--- config.mk ---
export PLATFORM = sky130hd
export DESIGN_NAME = env_osc_voice
export DESIGN_NICKNAME = d
export VERILOG_FILES = /design/src/rtl/env_osc_voice.sv
export SDC_FILE = /design/constraint.sdc
export NUM_CORES = 1
export LEC_CHECK = 0
export ABC_AREA = 1
export ABC_CLOCK_PERIOD_IN_PS = 5150
export CORE_UTILIZATION = 45
export CTS_CLUSTER_SIZE = 14
export DETAILED_ROUTE_END_ITERATION = 12
export MAX_ROUTING_LAYER = met4
export PLACE_DENSITY = 0.74
export SETUP_SLACK_MARGIN = 0.2
export SLEW_MARGIN = 20
export SYNTH_ARGS = -nofsm -noshare
export SYNTH_HDL_FRONTEND = slang
export SYNTH_SLANG_ARGS = --single-unit
--- constraint.sdc ---
create_clock -name clk -period 5.15 [get_ports clk]
set_clock_uncertainty 0.1 [all_clocks]
set_input_delay 1.2875 -clock clk [delete_from_list [all_inputs] [get_ports clk]]
set_output_delay 1.2875 -clock clk [all_outputs]
set_load 0.02 [all_outputs]
--- src/rtl/env_osc_voice.sv ---
// Synth voice core: 32-bit DDS sawtooth accumulator plus a saturating ADSR envelope.
// Rates and sustain level are registered from the 7-bit controls, so control changes act one cycle later.
module env_osc_voice (
  input  logic        clk,
  input  logic        rst,
  input  logic        gate_i,
  input  logic [31:0] phase_inc_i,
  input  logic [6:0]  attack_i,
  input  logic [6:0]  decay_i,
  input  logic [6:0]  sustain_i,
  input  logic [6:0]  release_i,
  output logic [31:0] osc_out_o,
  output logic [31:0] env_out_o,
  output logic [2:0]  env_state_o
);

  typedef enum logic [2:0] {
    S_IDLE    = 3'd0,
    S_ATTACK  = 3'd1,
    S_DECAY   = 3'd2,
    S_SUSTAIN = 3'd3,
    S_RELEASE = 3'd4
  } env_state_e;

  localparam logic [13:0] RATE_RESET = 14'd64;
  localparam logic [31:0] ENV_MAX    = 32'hFFFF_FFFF;

  // Exponential rate curve: 4-bit mantissa with an implicit leading one, 3-bit octave.
  function automatic logic [13:0] lin2exp(input logic [6:0] c);
    logic [13:0] mant;
    mant = {9'd0, 1'b1, c[3:0]};
    return mant << ({1'b0, c[6:4]} + 4'd2);
  endfunction

  logic [31:0] acc_q, acc_d;
  logic [13:0] a_rate_q, d_rate_q, r_rate_q;
  logic [31:0] s_lvl_q;
  logic [31:0] env_q;
  env_state_e  state_q;

  logic [32:0] att_sum;
  logic [32:0] dec_floor;
  logic        att_full;
  logic        dec_done;
  logic        rel_done;

  assign acc_d     = acc_q + phase_inc_i;
  assign att_sum   = {1'b0, env_q} + {19'd0, a_rate_q};
  assign dec_floor = {1'b0, s_lvl_q} + {19'd0, d_rate_q};
  assign att_full  = (att_sum >= {1'b0, ENV_MAX});
  // env - D <= S, evaluated without underflow.
  assign dec_done  = ({1'b0, env_q} <= dec_floor);
  assign rel_done  = (env_q <= {18'd0, r_rate_q});

  always_ff @(posedge clk or posedge rst) begin
    if (rst) begin
      acc_q    <= '0;
      a_rate_q <= RATE_RESET;
      d_rate_q <= RATE_RESET;
      r_rate_q <= RATE_RESET;
      s_lvl_q  <= '0;
      env_q    <= '0;
      state_q  <= S_IDLE;
    end else begin
      acc_q    <= acc_d;
      a_rate_q <= lin2exp(attack_i);
      d_rate_q <= lin2exp(decay_i);
      r_rate_q <= lin2exp(release_i);
      s_lvl_q  <= {sustain_i, 25'd0};

      case (state_q)
        S_IDLE: begin
          env_q <= '0;
          if (gate_i) state_q <= S_ATTACK;
        end
        S_ATTACK: begin
          if (!gate_i) begin
            state_q <= S_RELEASE;
          end else if (att_full) begin
            env_q   <= ENV_MAX;
            state_q <= S_DECAY;
          end else begin
            env_q <= att_sum[31:0];
          end
        end
        S_DECAY: begin
          if (!gate_i) begin
            state_q <= S_RELEASE;
          end else if (dec_done) begin
            env_q   <= s_lvl_q;
            state_q <= S_SUSTAIN;
          end else begin
            env_q <= env_q - {18'd0, d_rate_q};
          end
        end
        S_SUSTAIN: begin
          if (!gate_i) state_q <= S_RELEASE;
          else         env_q   <= s_lvl_q;
        end
        S_RELEASE: begin
          if (gate_i) begin
            state_q <= S_ATTACK;
          end else if (rel_done) begin
            env_q   <= '0;
            state_q <= S_IDLE;
          end else begin
            env_q <= env_q - {18'd0, r_rate_q};
          end
        end
        default: begin
          env_q   <= '0;
          state_q <= S_IDLE;
        end
      endcase
    end
  end

  assign osc_out_o   = acc_q;
  assign env_out_o   = env_q;
  assign env_state_o = state_q;

endmodule

==> metrics.md <==
| Metric | Value |
|---|---|
| Outcome | `finished clean` |
| Routability cong. | `1.01` |
| Busiest grt layer | `met2` |
| # nets final | `2021` |
| Drt drc | `0` |
| CTS resizes | `0` |
| Max-slew headroom | `0.280` |
| Initial drt markers | `1025` |
| Die width | `161 um` |
| Setup bufs post-CTS | `0` |
| Seq cells post-synth | `116` |
| RSZ-0062 raised after global routing | `no` |
| Global-route wire length before repair | `57.2 mm` |
| Ys Warns | `0` |
| Prevailing post-synth register cell | `dfrtp_1` |
| Register area share after synthesis | `0.256` |
| Total CTS buffers | `17` |
| Worst skew pair latency | `0.43 ns` |
| GR Util met3 | `0.0310` |
| Wire length per cell | `16.3 um` |
| Net Count, Synth | `1902` |
| H-Tree Depth | `4` |
| Final min period | `4.02 ns` |
| Synth Cell Area | `11400 um^2` |
| CTS root buffer | `clkbuf_16` |
| Synth cell types | `54` |
| Hpwl dp | `28.7 mm` |
| Routed WL | `35.9 mm` |
| Setup violators final | `0` |
| Max-cap viol count | `0` |
| PwrDens | `680 nW/um^2` |
| CP startpoint | `env_out_o[1]$_DFFE_PP0P_` |
| Drt pass-1 iters | `6` |
| CP Launch Type | `flip-flop` |
| Gr usage total | `0.287` |
| Antenna Nets Post-Route | `0` |
| CP endpoint kind | `flip-flop` |
| Core area | `24500 um^2` |
| Final Hold Fails | `0` |
| Die Y | `161 um` |
| Vias in the first global route | `11400` |
| Req. time, crit path | `5.36 ns` |
| Mean Syn Cell Area | `6.48 um^2` |
| Hold buffer count at CTS | `0` |
| Static leakage | `7.18 nW` |
| HP Class | `flip-flop to flip-flop` |
| Clock-pin slew reported for the worst setup and hold paths after clock tree synthesis | `0.06 ns` |
| Worst Min Path Start | `osc_out_o[0]$_DFF_PP0_` |
| Fill cells | `2441` |
| Largest net degree at the start of global routing | `53` |
| I/O Buffers | `129` |
| FFs w/ async S/R, synth | `1.00` |
| Largest area contributor in the netlist | `dfrtp_1` |
| Area growth, synth to finish | `18.5%` |
| Final Instance Count excl. Fillers | `2208` |
| Via density | `5.40` |
| Clock tree buffer depth | `2` |
| Crit path max fanout | `30` |
| M1 GR Usage | `0.364` |
| Number of flops mapped to enable cells by yosys | `0` |
| Tcrit/Tclk final | `0.780` |
| R2R Path Start | `env_out_o[1]$_DFFE_PP0P_` |
| CTS tree | `done` |
| Util after Layout | `0.549` |
| Least-Margin Pin Slew | `1.08 ns` |
| Post-Place Cells | `2176` |
| Ports | `130` |
| Largest vdd supply drop | `0.000335 V` |
| Share of cells above drive strength 1 | `0.0552` |
| Mapped Cells | `1752` |
| Max Fclk | `249 MHz` |
| Antenna diodes | `0` |
| Final TNS setup | `0 ns` |
| Clock sinks | `116` |
| # rows | `57` |
| Die area | `25900 um^2` |
| Initial antenna violation count | `0` |
| Worst EP arrival | `4.23 ns` |
| Grt met2 use | `0.467` |
| Top cell type's share of synthesized area | `0.249` |
| Initial core utilization | `0.463` |
| Synth top area cells | `dfrtp_1, nand2_1, ha_1` |
| Via count | `11900` |
| Category of the most critical setup path | `flip-flop to flip-flop` |
| Fin. max-slew vios | `0` |
| Congestion Overflow GR | `0` |
-- final timing paths --
check,to,slack (ns),cells past startpoint
worst min-delay path,osc_out_o[0]$_DFF_PP0_,0.40,1
worst max register to register,env_state_o[2]$_DFFE_PP0P_,1.13,20
min in group asynchronous,d_rate_q[3]$_DFF_PP0_,1.21,2
max in group asynchronous,a_rate_q[6]$_DFF_PP1_,2.78,3
worst max-delay path,env_state_o[2]$_DFFE_PP0P_,1.13,20
worst min register to register,osc_out_o[0]$_DFF_PP0_,0.40,1
-- layer usage --
layer	wire, um	up-vias
met4	1220	0
li1	-	5899
met1	16000	5513
met5	0	-
met2	16600	435
met3	2070	67
-- where the power goes --
part	internal, W	switching, W
Combinational	0.00228	0.00403
Clock	0.000731	0.000481
Sequential	0.00120	0.000436
Total	0.00421	0.00495
-- per-stage QoR --
stage	cell area, um^2	hold WS [ns]	setup WS (ns)	total power (W)
2_1_floorplan	11400	0.468	0.695	0.00597
3_3_place_gp	12900	0.394	1.05	0.00776
3_5_place_dp	12900	0.387	0.963	0.00783
4_1_cts	13500	0.397	1.20	0.00908
5_1_grt	13500	0.401	0.816	0.00991
6_report	13500	0.396	1.13	0.00916
-- worst max-delay path: stages (launching register included) --
cell and delay [ns]:
dfrtp_1 0.61, inv_1 0.14, fa_1 0.45, inv_1 0.08, nand2_1 0.06, nand2_1 0.12, nand3_1 0.10, nand2_1 0.15
nand2_1 0.11, nand2_2 0.16, nand2_1 0.07, nand2_1 0.08, nand3_1 0.08, nor2_1 0.09, nand2_1 0.10, nor2_2 0.11
nand3_2 0.72, nand4_4 0.35, nand2_2 0.08, nand2_1 0.07, nand2_1 0.06
-- placed cells by master (no fill, tap or decap), types with 4 or more instances in the layout --
| cell | instances |
|---|---|
| nor2_2 | 6 |
| inv_6 | 4 |
| a31oi_1 | 17 |
| dfrtp_1 | 113 |
| a21o_1 | 4 |
| ha_1 | 83 |
| xor2_1 | 45 |
| nand2_2 | 5 |
| nand3_2 | 28 |
| nand3b_1 | 6 |
| or2_2 | 6 |
| clkdlybuf4s50_1 | 129 |
| fa_1 | 4 |
| clkinv_1 | 5 |
| o21ai_1 | 6 |
| a21oi_1 | 97 |
| nor2_1 | 157 |
| nand4_1 | 25 |
| o22ai_1 | 19 |
| inv_2 | 6 |
| nand3_1 | 105 |
| o21ai_0 | 77 |
| xnor2_1 | 27 |
| a21boi_0 | 8 |
| nand2_1 | 536 |
| nor4_1 | 8 |
| clkinvlp_4 | 5 |
| inv_1 | 254 |
| nor3_1 | 25 |
| nor3_2 | 5 |
| a211oi_1 | 5 |
| clkbuf_16 | 17 |
| buf_4 | 7 |
-- cells by family after synthesis --
kind of cell	Yosys count	share of synthesized area
fa+ha+maj	87	0.0985
compound gates	251	0.123
mux	3	0.00264
xor+xnor	72	0.0555
flops	116	0.256
buf+inv	304	0.111
simple gates	919	0.354
-- synthesized netlist by cell type, types with 4 or more instances --
cell type	number
a211oi_1	5
a21boi_0	8
a21o_1	4
a21oi_1	97
a31oi_1	17
buf_2	14
buf_4	5
buf_6	9
clkbuf_1	7
clkinv_1	5
dfrtp_1	113
fa_1	4
ha_1	83
inv_1	255
inv_2	6
nand2_1	536
nand2_2	5
nand3_1	105
nand3_2	28
nand3b_1	6
nand4_1	25
nor2_1	157
nor2_2	6
nor3_1	26
nor3_2	4
nor4_1	8
o21ai_0	77
o21ai_1	6
o22ai_1	19
or2_2	6
xnor2_1	27
xor2_1	45
-- area by class of cell --
cell class	instances	area [um^2]	share of cell area
Multi-Input combinational cell	1332	7200	0.535
Sequential cell	116	2910	0.216
Timing Repair Buffer	136	1340	0.0998
Inverter	268	1020	0.0755
Clock buffer	19	443	0.0329
Tap cell	324	405	0.0301
Clock inverter	13	150	0.0112
-- registers in the layout (all words and copies together), names as in the netlist --
name and count:
s_lvl_q 7, env_state_o 3, a_rate_q 14, osc_out_o 32, d_rate_q 14, r_rate_q 14
env_out_o 32
No activity file was read; power rests on OpenSTA's default activity.
